**src/rtl/mux_rr_arbiter_if.sv**
```systemverilog
// Handshake bundle between requesters and the round-robin select arbiter.
// The master side drives requests and done; the slave (arbiter) drives the mux select and status.
interface mux_rr_arbiter_if #(
  parameter int N  = 16,
  parameter int SW = 4
);
  logic [N-1:0]  req;
  logic          done;
  logic [SW-1:0] S;
  logic [N-1:0]  grant;
  logic          busy;
  logic          timeout;

  modport master (output req, done, input S, grant, busy, timeout);
  modport slave  (input req, done, output S, grant, busy, timeout);
endinterface

```
**src/rtl/mux_rr_arbiter.sv**
```systemverilog
// Round-robin owner selection for a 16:1 mux. The select is held for the whole tenure;
// the owner is released on done, on request drop, or after MAX_HOLD cycles.
module mux_rr_arbiter #(
  parameter int N        = 16,
  parameter int SW       = 4,
  parameter int MAX_HOLD = 8
) (
  input  logic              clk,
  input  logic              rst,
  mux_rr_arbiter_if.slave   bus
);

  typedef enum logic {IDLE, GRANT} state_e;

  state_e        state_q;
  logic [SW-1:0] s_q, ptr_q, win_d;
  logic [N-1:0]  grant_q;
  logic          busy_q, timeout_q, win_vld;
  logic [7:0]    cnt_q, cnt_d;
  logic          hold_hit, rel_d;

  // Scan from ptr upward, wrapping; iterate high-to-low so the nearest hit wins.
  always_comb begin
    logic [SW-1:0] idx;
    win_d   = '0;
    win_vld = 1'b0;
    idx     = '0;
    for (int k = N-1; k >= 0; k--) begin
      idx = ptr_q + SW'(k);
      if (bus.req[idx]) begin
        win_d   = idx;
        win_vld = 1'b1;
      end
    end
  end

  assign cnt_d    = (cnt_q == 8'hFF) ? cnt_q : cnt_q + 8'd1;
  assign hold_hit = (MAX_HOLD != 0) && (cnt_q == 8'(MAX_HOLD));
  assign rel_d    = bus.done || !bus.req[s_q] || hold_hit;

  always_ff @(posedge clk or posedge rst) begin
    if (rst) begin
      state_q   <= IDLE;
      s_q       <= '0;
      ptr_q     <= '0;
      grant_q   <= '0;
      busy_q    <= 1'b0;
      timeout_q <= 1'b0;
      cnt_q     <= '0;
    end else begin
      timeout_q <= 1'b0;
      case (state_q)
        IDLE: begin
          if (win_vld) begin
            s_q     <= win_d;
            grant_q <= {{(N-1){1'b0}}, 1'b1} << win_d;
            busy_q  <= 1'b1;
            cnt_q   <= 8'd1;
            state_q <= GRANT;
          end
        end
        GRANT: begin
          if (rel_d) begin
            state_q   <= IDLE;
            grant_q   <= '0;
            busy_q    <= 1'b0;
            ptr_q     <= s_q + SW'(1);
            // Only a pure hold expiry counts as a forced revoke.
            timeout_q <= hold_hit && !bus.done && bus.req[s_q];
          end else begin
            cnt_q <= cnt_d;
          end
        end
        default: state_q <= IDLE;
      endcase
    end
  end

  assign bus.S       = s_q;
  assign bus.grant   = grant_q;
  assign bus.busy    = busy_q;
  assign bus.timeout = timeout_q;

endmodule

```
**src/flat_wrapper.sv**
```systemverilog
// flat-port wrapper written by rule: the top's interface ports become plain ports
module mux_rr_arbiter_flat 
#(
  parameter int N        = 16,
  parameter int SW       = 4,
  parameter int MAX_HOLD = 8
)
  (clk, rst, bus_req, bus_done, bus_S, bus_grant, bus_busy, bus_timeout);
  mux_rr_arbiter_if #(.N(N), .SW(SW)) bus_i ();
  input  logic clk;
  input  logic rst;
  input wire logic [$bits(bus_i.req)-1:0] bus_req;
  input wire logic [$bits(bus_i.done)-1:0] bus_done;
  output wire logic [$bits(bus_i.S)-1:0] bus_S;
  output wire logic [$bits(bus_i.grant)-1:0] bus_grant;
  output wire logic [$bits(bus_i.busy)-1:0] bus_busy;
  output wire logic [$bits(bus_i.timeout)-1:0] bus_timeout;
  assign bus_i.req = bus_req;
  assign bus_i.done = bus_done;
  assign bus_S = bus_i.S;
  assign bus_grant = bus_i.grant;
  assign bus_busy = bus_i.busy;
  assign bus_timeout = bus_i.timeout;
  mux_rr_arbiter #(.N(N), .SW(SW), .MAX_HOLD(MAX_HOLD)) u_core (.clk(clk), .rst(rst), .bus(bus_i));
endmodule
```
**config.mk**
```make
export PLATFORM = sky130hd
export DESIGN_NAME = mux_rr_arbiter_flat
export DESIGN_NICKNAME = d
export VERILOG_FILES = /design/src/rtl/mux_rr_arbiter_if.sv /design/src/rtl/mux_rr_arbiter.sv /design/src/flat_wrapper.sv
export SDC_FILE = /design/constraint.sdc
export NUM_CORES = 1
export LEC_CHECK = 0
export BUFFER_PORTS_ARGS = -buffer_cell sky130_fd_sc_hd__buf_2
export CORE_MARGIN = 3
export CORE_UTILIZATION = 55
export CTS_CLUSTER_SIZE = 40
export DETAILED_ROUTE_END_ITERATION = 8
export PLACE_DENSITY_LB_ADDON = 0.15
export SLEW_MARGIN = 40
export SYNTH_ARGS = -nofsm -noshare
export SYNTH_HDL_FRONTEND = slang
export SYNTH_SLANG_ARGS = --single-unit
```
**constraint.sdc**
```tcl
create_clock -name clk -period 12.3 [get_ports clk]
set_clock_uncertainty 0.2 [all_clocks]
set_input_delay 0 -clock clk [delete_from_list [all_inputs] [get_ports clk]]
set_output_delay 0 -clock clk [all_outputs]
set_load 0.02 [all_outputs]
```
==> flow_results.org, run 1 <==
** Global route
- Maximum number of pins on one net before global-route repair :: 38
- Wire length of the first global-routing pass :: 19400 um
- Antenna violations before repair :: 0
- Global Route Usage Sum :: 0.285
- Via count of the first global-routing pass :: ~3700
- Overflow after GRT :: 0

** Synth
- Proportion of synthesized area in mux cells :: 0.280
- Post-synthesis share of cell area spent on and, or, nand and nor gates :: 0.182
- For this run, the register share of the synthesized area comes to 0.210.
- Number of distinct library cells after synthesis :: 74
- The synthesized design spends more area on one cell type than any other, namely dfrtp_1.
- Cells after Synth :: between 400 and 500
- The synthesized design contains 35 register bits.
- Largest family of logic cells by synthesized area :: multiplexers
- Synth warnings :: 0
- EDFF count, synth :: 0
- Post-synthesis adder-cell area fraction :: 0.0301
- Of the post-synthesis cell area, the dominant cell type holds 0.210.
- Netlist area before placement :: 4160 um^2
- Leading post-synthesis cells by cell area :: dfrtp_1, mux4_2, mux2i_1
- Primary FF master, synth :: dfrtp_1
- A synthesized cell averages 9.21 um^2.
- Of the total synthesized cell area, the portion taken by XOR and XNOR cells is 0.0466.
- Syn nets :: 481
- Area fraction in compound gates after synthesis :: 0.205
- Fraction of registers with async set or reset after synthesis :: 1.00

** Clocking
- Clock transition at the registers of the reported paths :: ~0.08 ns
- Number of buffers added by the clock tree synthesis step :: 5
- CTS sink count :: 35
- Clock root buffer :: clkbuf_8
- Counting along the longest clock path gives a buffer depth of 2.
- CTS tree :: done
- The later pin in the worst-skew pair is clocked with a latency of roughly 0.29 ns.
- The H-tree generated during clock tree synthesis spans 2 levels.

** STA
- Max-Slew Margin vs Limit :: 0.457
- The count of final hold-check violations came to 0.
- Worst-Margin Slew :: 0.808 ns
- FMAX :: 0.194 GHz
- Setup repair after global routing left no endpoint under its margin.
- For the finished layout, the period the worst path requires is 5.17 ns.
- Post-layout worst setup margin :: 7.13 ns
- Setup violations remaining at the end of the flow were counted as 0.
- Final period util :: 0.420
- Adding up every negative setup slack in the final design gives 0 ns.
- Fin. max-slew vios :: 0

** Detailed routing
- Routed via count divided by cell count :: 6.84
- 1st-pass router iterations :: 6
- After detailed routing, the average wire length per cell comes to 20.9 um.
- For this run, design rule violations remaining after detail routing come to 0.
- Routed vias :: 3965
- Number of DRC markers in iteration 0 :: 467
- The count of nets left with antenna violations once routing finished came out at 0.
- After detailed routing, the total wire length is around 12000 um.

** Layout
- Of the cells placed in the final design, the portion with a size suffix greater than 1 is 0.243.
- Number of diodes :: 0
- Finished Layout Cells :: 580
- The final layout contains 509 nets.
- From synthesis to final layout, the design area changed by 9.53%.

** Worst setup path
- Worst-path cell chain :: buf_4 > clkinv_1 > ha_2 > mux4_2 > mux2i_1 > mux2_2 > nand3_1 > or3_1 > o32a_1 > or4_4 > o31ai_1
- The worst register-to-register path has a setup slack of between 7 and 8 ns.
- Type of the setup path with the least slack :: reg -> reg
- For this design, the slowest cell found on the critical path is ha_2.
- Delay contributed by the slowest stage of the critical path :: just over 0.8 ns
- STA puts the critical path data required time at 12.30 ns.
- For the worst flop-to-flop path, the logic depth is 11.
- In this run the worst path has a maximum fanout of 37.
- Reg2reg start :: u_core.ptr_q[0]
- The worst register-to-register path ends at u_core.bus.grant[2].
- Endpoint arrival time on the critical path :: 5.16 ns
- Worst setup EP type :: flip-flop
- Kind of launch point of the worst setup path :: flip-flop

** Floorplanning
- The die is slightly above 90 um tall.
- Row generation in the floorplan step produced 31 rows.
- The die covers 8650 um^2.
- Num ports :: 41
- The initial utilization of the core area, before any placement, comes to 0.571.
- Chip Width :: about 93 um
- The region available for standard cell placement spans 7290 um^2.

** Placed design
- Routability-driven placement finished with a final weighted congestion of 0.965.
- The HPWL after detailed placement is approximately 9000 um.
- Port buffering added 40 buffers.
- Dpl ws :: 6.94 ns
- In this run, placement finished with an instance count of 570.

** Run status
- The run finished with clean final reports.

** Run
- Number of maximum-capacitance constraint violations :: 0

** Min path
- Worst hold path class :: in -> async
[registers in the layout (all words and copies together) (netlist names)]
signal	count
u_core.bus.timeout	1
u_core.state_q	1
u_core.cnt_q	8
u_core.bus.busy	1
u_core.bus.grant	16
u_core.ptr_q	4
u_core.bus.S	4
[worst max path at each step]
| stage | from | endpoint | slack (ns) | depth (start not counted) |
|---|---|---|---|---|
| after floorplan | u_core.ptr_q[0] | u_core.bus.grant[2] | 7.92 | 14 |
| after detailed placement | u_core.ptr_q[0] | u_core.bus.grant[6] | 6.94 | 12 |
| final | u_core.ptr_q[0] | u_core.bus.grant[2] | 7.13 | 11 |
| after global routing | u_core.ptr_q[0] | u_core.bus.grant[14] | 6.83 | 12 |
| after global placement | u_core.ptr_q[0] | u_core.bus.grant[6] | 7.07 | 12 |
| after CTS | u_core.ptr_q[0] | u_core.bus.grant[7] | 6.93 | 12 |
[cells in the final DEF, fill, tap and decap left out, types with 9 or more instances in the layout]
master | netlist | layout
nand2_1 | 50 | 50
dfrtp_1 | 35 | 35
buf_2 | 12 | 40
mux4_2 | 22 | 22
a21oi_1 | 18 | 18
nand3_1 | 12 | 12
inv_1 | 13 | 13
nor2_1 | 37 | 37
nor3_1 | 12 | 12
mux2_2 | 21 | 21
o21ai_0 | 14 | 14
mux2i_1 | 36 | 36
o31ai_1 | 15 | 15
ha_1 | 10 | 9
xnor2_1 | 15 | 13
[cells in the mapped netlist (4+ instances only)]
master	instances
a21oi_1	18
inv_1	13
clkbuf_1	11
or3_1	5
nor2_1	37
nor4_1	7
ha_1	10
xor2_1	4
o221ai_1	4
xnor2_1	15
nor2b_1	4
nand4_1	5
dfrtp_1	35
nand2_1	50
nand3_1	12
mux2i_1	36
buf_2	12
o22ai_1	5
o21ai_0	14
nand2b_1	5
nor3_1	12
mux2_2	21
mux4_2	22
a32o_1	4
o31ai_1	15
a21boi_0	4
[area by class of cell]
class                      instances  area [um^2]
multi-input combinational        375         3120
fill                             654         2730
sequential                        35          876
timing repair buffer              47          258
tap                               99          124
clock buffer                       6         82.6
inverter                          16         60.1
clock inverter                     2         35.0
[stage by stage]
stage / util / cell area [um^2] / hold WS (ns)
3_3_place_gp: 0.603 / 4400 / -0.0912
6_report: 0.625 / 4560 / 0.150
4_1_cts: 0.622 / 4530 / 0.162
2_1_floorplan: - / 4160 / -0.0457
5_1_grt: 0.625 / 4560 / 0.194
3_5_place_dp: 0.603 / 4400 / -0.0682
[repair_timing]
action                                  CTS  global route
gates resized for setup                   0             0
endpoints found under the hold margin    36             0
endpoints found under the setup margin    0             0
buffers inserted                          0             0
hold buffers                              2             0
[critical path: cells and delay by family, from the launching register on]
family                     cells  cell delay [ns]
AOI/OAI and AO/OA              2             0.65
adders and majority gates      1             0.81
buffers and inverters          2             0.80
DFF                            1             0.32
muxes                          3             1.34
and+or+nand+nor                3             0.94
[kinds of logic (layout without fill, tap and decap cells)]
kind of cell | after synthesis | in the layout
fa+ha+maj | 10 | 10
xor+xnor | 20 | 20
compound gates | 110 | 110
flops | 35 | 35
simple gates | 153 | 153
mux | 82 | 82
buf+inv | 42 | 71
[routing by layer]
layer | part of all wire | global-route usage | vias up
met4 | 0.023 | 0.106 | 0
met5 | 0 | 0 | -
met1 | 0.44 | 0.416 | 1876
met2 | 0.44 | 0.418 | 262
met3 | 0.10 | 0.0571 | 28
li1 | - | - | 1799
Power of run 1 is not shown: default switching activity piles up to over one toggle a cycle in this logic, so the estimate is an artifact.
==> inputs of run 2 (changes only) <==
- clock period: 12.3 -> 5 ns (I/O delays scaled with it)
==> run 2 against run 1 <==
Against the previous run:
- register-to-register slack got worse by 6.7 ns
- wire length is 1.3% lower
- clock-buffer cell count unchanged
- via count up 0.18%
- design area up 0.82%
- final cell count is 1.2% higher
- non-clock buffer count grew 7
- critical path type unchanged
- sequential share of layout area fell by 0.13 points
- utilization up 0.51 points
- global-route usage hardly changed
- sequential cell count did not move
- largest cell class unchanged
==> flow_results.org, run 2 (same netlist as run 1, synthesis figures left out) <==
** Detailed routing
- The first TritonRoute pass finished after 5 iterations.
- Number of design rule violations left after detail routing :: 0
- Routed Antenna Nets :: 0
- Wires add up to 12000 um.
- The detailed router finished its first iteration with 480 violations.
- Dividing the detail-routed wire length by the instance count gives 20.4 um.
- Routed via count divided by cell count :: 6.77
- Routed vias :: 3972

** Layout
- The register with the most flip-flops in the layout has 16 of them.
- Number of nets in the final layout :: a little over 500
- Most common cell after layout, fill and taps aside :: nand2_1
- Number of fill cells :: 645
- The number of antenna diodes in the final layout is 0.
- Share of post-route cells with drive strength above 1 :: 0.250
- The top cell types in the final layout, fill and taps aside, are nand2_1, buf_2, nor2_1, mux2i_1, dfrtp_1.
- Relative to the synthesized area, the layout overhead comes to 10.4%.

** STA
- Final hold violations :: 0
- Worst-Margin Slew :: between 0.8 and 0.9 ns
- Measured against its own limit, the worst slew margin works out to 0.443.
- Setup-violating endpoint count in the final report :: 0
- Final setup TNS :: 0 ns
- Post-layout minimum cycle time :: 4.55 ns
- Fin. max-slew vios :: 0
- Based on the critical path, the design can be clocked at up to 0.220 GHz.
- In the finished design, the share of the clock period the worst path needs comes to 0.910.
- Unrepaired setup endpoints after global routing :: false

** Floorplanning
- Chip Width :: 93.0 um
- The floorplan step defined a core boundary enclosing 7290 um^2.
- Total die area :: 8650 um^2
- between 40 and 50 I/O pins were placed.
- For this configuration, the core starts out at a cell density of 0.571.
- Row generation in the floorplan step produced 31 rows.
- Vert. Die Dim :: 93.0 um

** Clocking
- Clock-pin slew was measured on the worst setup and hold paths at 0.07 ns.
- In this run, CTS created clock tree buffers numbering 5.
- CTS sink count :: 35
- CTS tree :: done
- For this design, the CTS-stage hold fixing added 2 buffers.
- Worst-case clock buffer depth :: 2
- Clock root buffer :: clkbuf_8
- After clock tree synthesis, the repair step resized 0 gates.
- Count of H-tree levels built during CTS :: 2
- Clock latency at the later pin of the worst-skew pair :: 0.28 ns
- Buffers added to address setup during post-CTS repair amount to 0.

** Worst setup path
- Kind of launch point of the worst setup path :: flip-flop
- STA classifies the critical path endpoint as a flip-flop.
- Of all nets on the critical path, the largest fanout is 14.
- In this design, the largest share of critical-path delay is due to multiplexers.
- Buffer and inverter count on the worst path :: 1
- The slowest stage of the critical path belongs to the cell ha_1.
- In this design, the stage delay of the slowest critical-path cell is 0.68 ns.
- Type of the setup path with the least slack :: reg -> reg
- Endpoint arrival time on the critical path :: 4.53 ns
- Data required time of the critical path :: 4.98 ns
- Worst-path cell chain :: inv_1 > ha_1 > mux4_2 > mux2i_1 > mux2_2 > nand3_1 > or3_1 > o32a_1 > or4_4 > o31ai_1

** Placed design
- Buffers placed on the I/O ports in this run total 40.
- Final RePlAce weighted congestion :: 0.983
- The HPWL after detailed placement is 9070 um.

** Run
- Number of maximum-capacitance constraint violations :: 0

** Global route
- Entering global routing, the biggest net connects 37 pins.
- The total overflow left after global routing is 0.
- Via count of the first global-routing pass :: 3789
- Antenna violations before repair :: 0
- Wire length of the first global-routing pass :: around 20000 um
- Global Route Usage Sum :: 0.285

** Min path
- Worst hold path class :: in -> async

** Run status
- The run finished with clean final reports.
run 2: metal layers:
metal	vias up	share of wire	GRT usage
li1	1818	-	-
met1	1905	0.44	0.411
met2	224	0.45	0.443
met3	25	0.090	0.0571
met4	0	0.021	0.0659
met5	-	0	0
run 2: final cells by class:
class	count	area, um^2	share of cell area
multi-input cells	375	3110	0.676
well taps	99	124	0.0269
clock inverters	2	35.0	0.00762
repair buffers	54	310	0.0675
flip-flops and latches	35	877	0.191
clock buffers	6	82.6	0.0180
inverters	16	60.1	0.0131
run 2: tightest hold or removal path: stages:
cell,delay [ns]
dlygate4sd3_1,0.54
buf_2,0.12
inv_1,0.04
buf_4,0.37
run 2: path summary, 6_finish.rpt:
path	startpoint	to	slack, ns	cells after the start
setup / recovery	u_core.ptr_q[1]	u_core.bus.grant[0]	0.45	10
hold / removal	rst	u_core.bus.grant[8]	0.16	4
min in group clk	u_core.bus.grant[7]	u_core.bus.grant[7]	0.27	2
hold reg to reg	u_core.bus.grant[7]	u_core.bus.grant[7]	0.27	2
max in group asynchronous	rst	u_core.ptr_q[3]	4.10	4
setup reg to reg	u_core.ptr_q[1]	u_core.bus.grant[0]	0.45	10
run 2: through the flow:
stage,setup WS (ns),hold WS [ns],area (um^2),utilization,std cells
CTS,0.458,0.156,4590,0.629,587
floorplan,0.616,-0.0457,4160,-,452
global route,0.153,0.209,4600,0.630,587
finish,0.448,0.159,4600,0.630,587
global placement,0.572,-0.0936,4450,0.610,577
detailed placement,0.466,-0.0833,4450,0.610,577
Power of run 2 is left out for the same reason.
==> inputs of run 3 (changes only) <==
- CORE_UTILIZATION: 55 -> 45
- CTS_CLUSTER_DIAMETER: unset -> 150
==> run 3 against run 2 <==
Against the previous run:
- first-iteration DRC count is 33% lower
- sequential share of layout area is 0.13 points lower
- largest cell class unchanged
- clock-buffer cell count stayed put
==> flow_results.org, run 3 (same netlist as run 1, synthesis figures left out) <==
** STA
- The worst pin sits at a relative slew slack of 0.480.
- Post-layout minimum cycle time :: 4.50 ns
- Final hold violations :: 0
- The final number of max-transition violations came to 0.
- Setup-violating endpoint count in the final report :: 0
- For the pin with the worst max-slew slack, the measured transition is 0.774 ns.
- Unrepaired setup endpoints after global routing :: false
- For this run, the top clock speed supported by timing is roughly 0.22 GHz.
- Final setup TNS :: 0 ns
- Of the available clock period, the critical path in the final layout requires 0.899.

** Clocking
- For the worst-skew pair, the clock arrives at the later sink with an insertion delay of 0.29 ns.
- Number of buffers added by the clock tree synthesis step :: 5
- Count of H-tree levels built during CTS :: 2
- CTS sink count :: 35
- Clock root buffer :: clkbuf_8
- Number of buffers added for setup after CTS :: 0
- Worst-case clock buffer depth :: 2
- CTS-repair resized insts :: 0
- TritonCTS built the clock tree.
- Clock-pin slew was measured on the worst setup and hold paths at approximately 0.080 ns.

** Floorplanning
- 41 I/O pins were placed.
- The initial utilization of the core area, before any placement, comes to 0.470.
- Chip Width :: around 100 um
- Row Count :: 34
- Core Area :: slightly below 9000 um^2
- The die is 102 um tall.
- The die covers 10400 um^2.

** Worst setup path
- Critical-path top delay cell :: ha_1
- The worst register-to-register path begins at u_core.ptr_q[0].
- Traced cell by cell, the critical path runs through clkinv_1 > ha_1 > mux4_2 > mux2i_1 > inv_1 > a221oi_2 > nand3_1 > or3_1 > o32a_1 > or4_4 > o31ai_1.
- Among cell families on the critical path, the largest total delay comes from compound AO/OA/AOI/OAI gates.
- STA classifies the critical path endpoint as a flip-flop.
- In this run the worst path has a maximum fanout of 14.
- Buffer and inverter count on the worst path :: 2
- R2R cell count :: 11
- For the worst setup path, the data arrival time is 4.49 ns.
- R2r setup slk :: 0.50 ns
- Delay contributed by the slowest stage of the critical path :: 0.69 ns
- The worst setup path is launched from a flip-flop.
- Data on the critical path is required at its endpoint by 4.99 ns.
- The setup path with the least slack is of type reg -> reg.
- The endpoint identified for the worst register-to-register timing path is u_core.bus.grant[2].

** Layout
- Number of diodes :: 0
- Of the cells placed in the final design, the portion with a size suffix greater than 1 is 0.251.
- The library cell used most frequently in the layout, excluding fill and tap cells, is nand2_1.
- Top library cells by usage in the layout, fill and taps aside :: nand2_1, buf_2, nor2_1, mux2i_1, dfrtp_1
- After the last flow step, the layout net total stands at 518.
- From synthesis to final layout, the design area changed by 11.0%.
- For this run, the share of the core covered by cells in the final layout is 0.522.
- Max FFs per register :: 16

** Run status
- Result of the run :: finished, final reports clean

** Detailed routing
- For this block, the via count after detailed routing is 4021.
- Dividing the detail-routed wire length by the instance count gives around 22 um.
- After detailed routing, the number of remaining DRC violations is 0.
- The first detailed-routing pass ran for 5 iterations.
- The first routing iteration left 321 violations.
- Once detail routing completed, the nets flagged for antenna violations numbered 0.
- Routed via count divided by cell count :: 6.72
- Final WL :: 12900 um

** Global route
- The number of global-route vias before repair came to about 3700.
- The first global-routing pass estimated roughly 20000 um of wire.
- Across every metal layer, demand over resource in global routing totals 0.248.
- Entering global routing, the biggest net connects 37 pins.
- The total overflow left after global routing is 0.
- Antenna violations before repair :: 0

** Placed design
- HPWL reported at the end of detailed placement :: 9880 um
- In this run the tool buffered the top-level ports with 40 buffer cells.
- At the end of routability-driven placement, the weighted congestion stood at 0.979.

** Run
- Number of maximum-capacitance constraint violations :: 0

** Min path
- The path class of the tightest hold or removal check is in -> async.
==> run 3: changes by cell type in the layout (fill, tap and decap cells not counted) <==
cell / delta
buf_4: +2
a2111oi_0: +1
a2111oi_1: -1
dfrtp_1: +1
dfrtp_2: -1
==> run 3: worst max-delay path by stage <==
stage                          startpoint                  end  slack, ns  cells past startpoint
final                     u_core.ptr_q[0]  u_core.bus.grant[2]       0.50                     11
after detailed placement  u_core.ptr_q[0]  u_core.bus.grant[0]       0.57                     11
after CTS                 u_core.ptr_q[0]  u_core.bus.grant[0]       0.55                     11
after global placement    u_core.ptr_q[0]  u_core.bus.grant[3]       0.62                     11
after floorplan           u_core.ptr_q[0]  u_core.bus.grant[2]       0.62                     14
after global routing      u_core.ptr_q[0]  u_core.bus.grant[3]       0.25                     11
==> run 3: per-stage QoR <==
step / instances / setup WS, ns / area (um^2) / hold WS [ns]
finish: 598 / 0.504 / 4620 / 0.145
global route: 598 / 0.250 / 4620 / 0.208
CTS: 598 / 0.554 / 4620 / 0.171
detailed placement: 588 / 0.572 / 4480 / -0.0703
global placement: 588 / 0.616 / 4480 / -0.0790
floorplan: 452 / 0.616 / 4160 / -0.0457
==> run 3: per-layer routing <==
| layer | part of all wire | GRT usage |
|---|---|---|
| met1 | 0.45 | 0.370 |
| met5 | 0 | 0 |
| met4 | 0.029 | 0.0706 |
| met3 | 0.076 | 0.0348 |
| met2 | 0.45 | 0.373 |
==> run 3: what timing repair did <==
| action | in CTS | in global routing |
|---|---|---|
| hold buffers | 2 | 0 |
| endpoints found under the setup margin | 0 | 0 |
| hold endpoints to repair | 36 | 0 |
==> run 3: layout make-up <==
class	instances	area [um^2]
Sequential cell	35	876
Timing Repair Buffer	56	325
Tap cell	108	135
Clock inverter	2	35.0
Fill cell	832	4230
Multi-Input combinational cell	375	3110
Inverter	16	60.1
Clock buffer	6	82.6
==> run 3: worst reg2reg max path, delay by kind of cell (launching register included) <==
family | cells | cell delay [ns]
AOI/OAI and AO/OA | 3 | 1.03
and+or+nand+nor | 3 | 0.99
muxes | 2 | 0.93
adders and majority gates | 1 | 0.69
DFF | 1 | 0.35
buffers and inverters | 2 | 0.21
Power of run 3 is left out for the same reason.
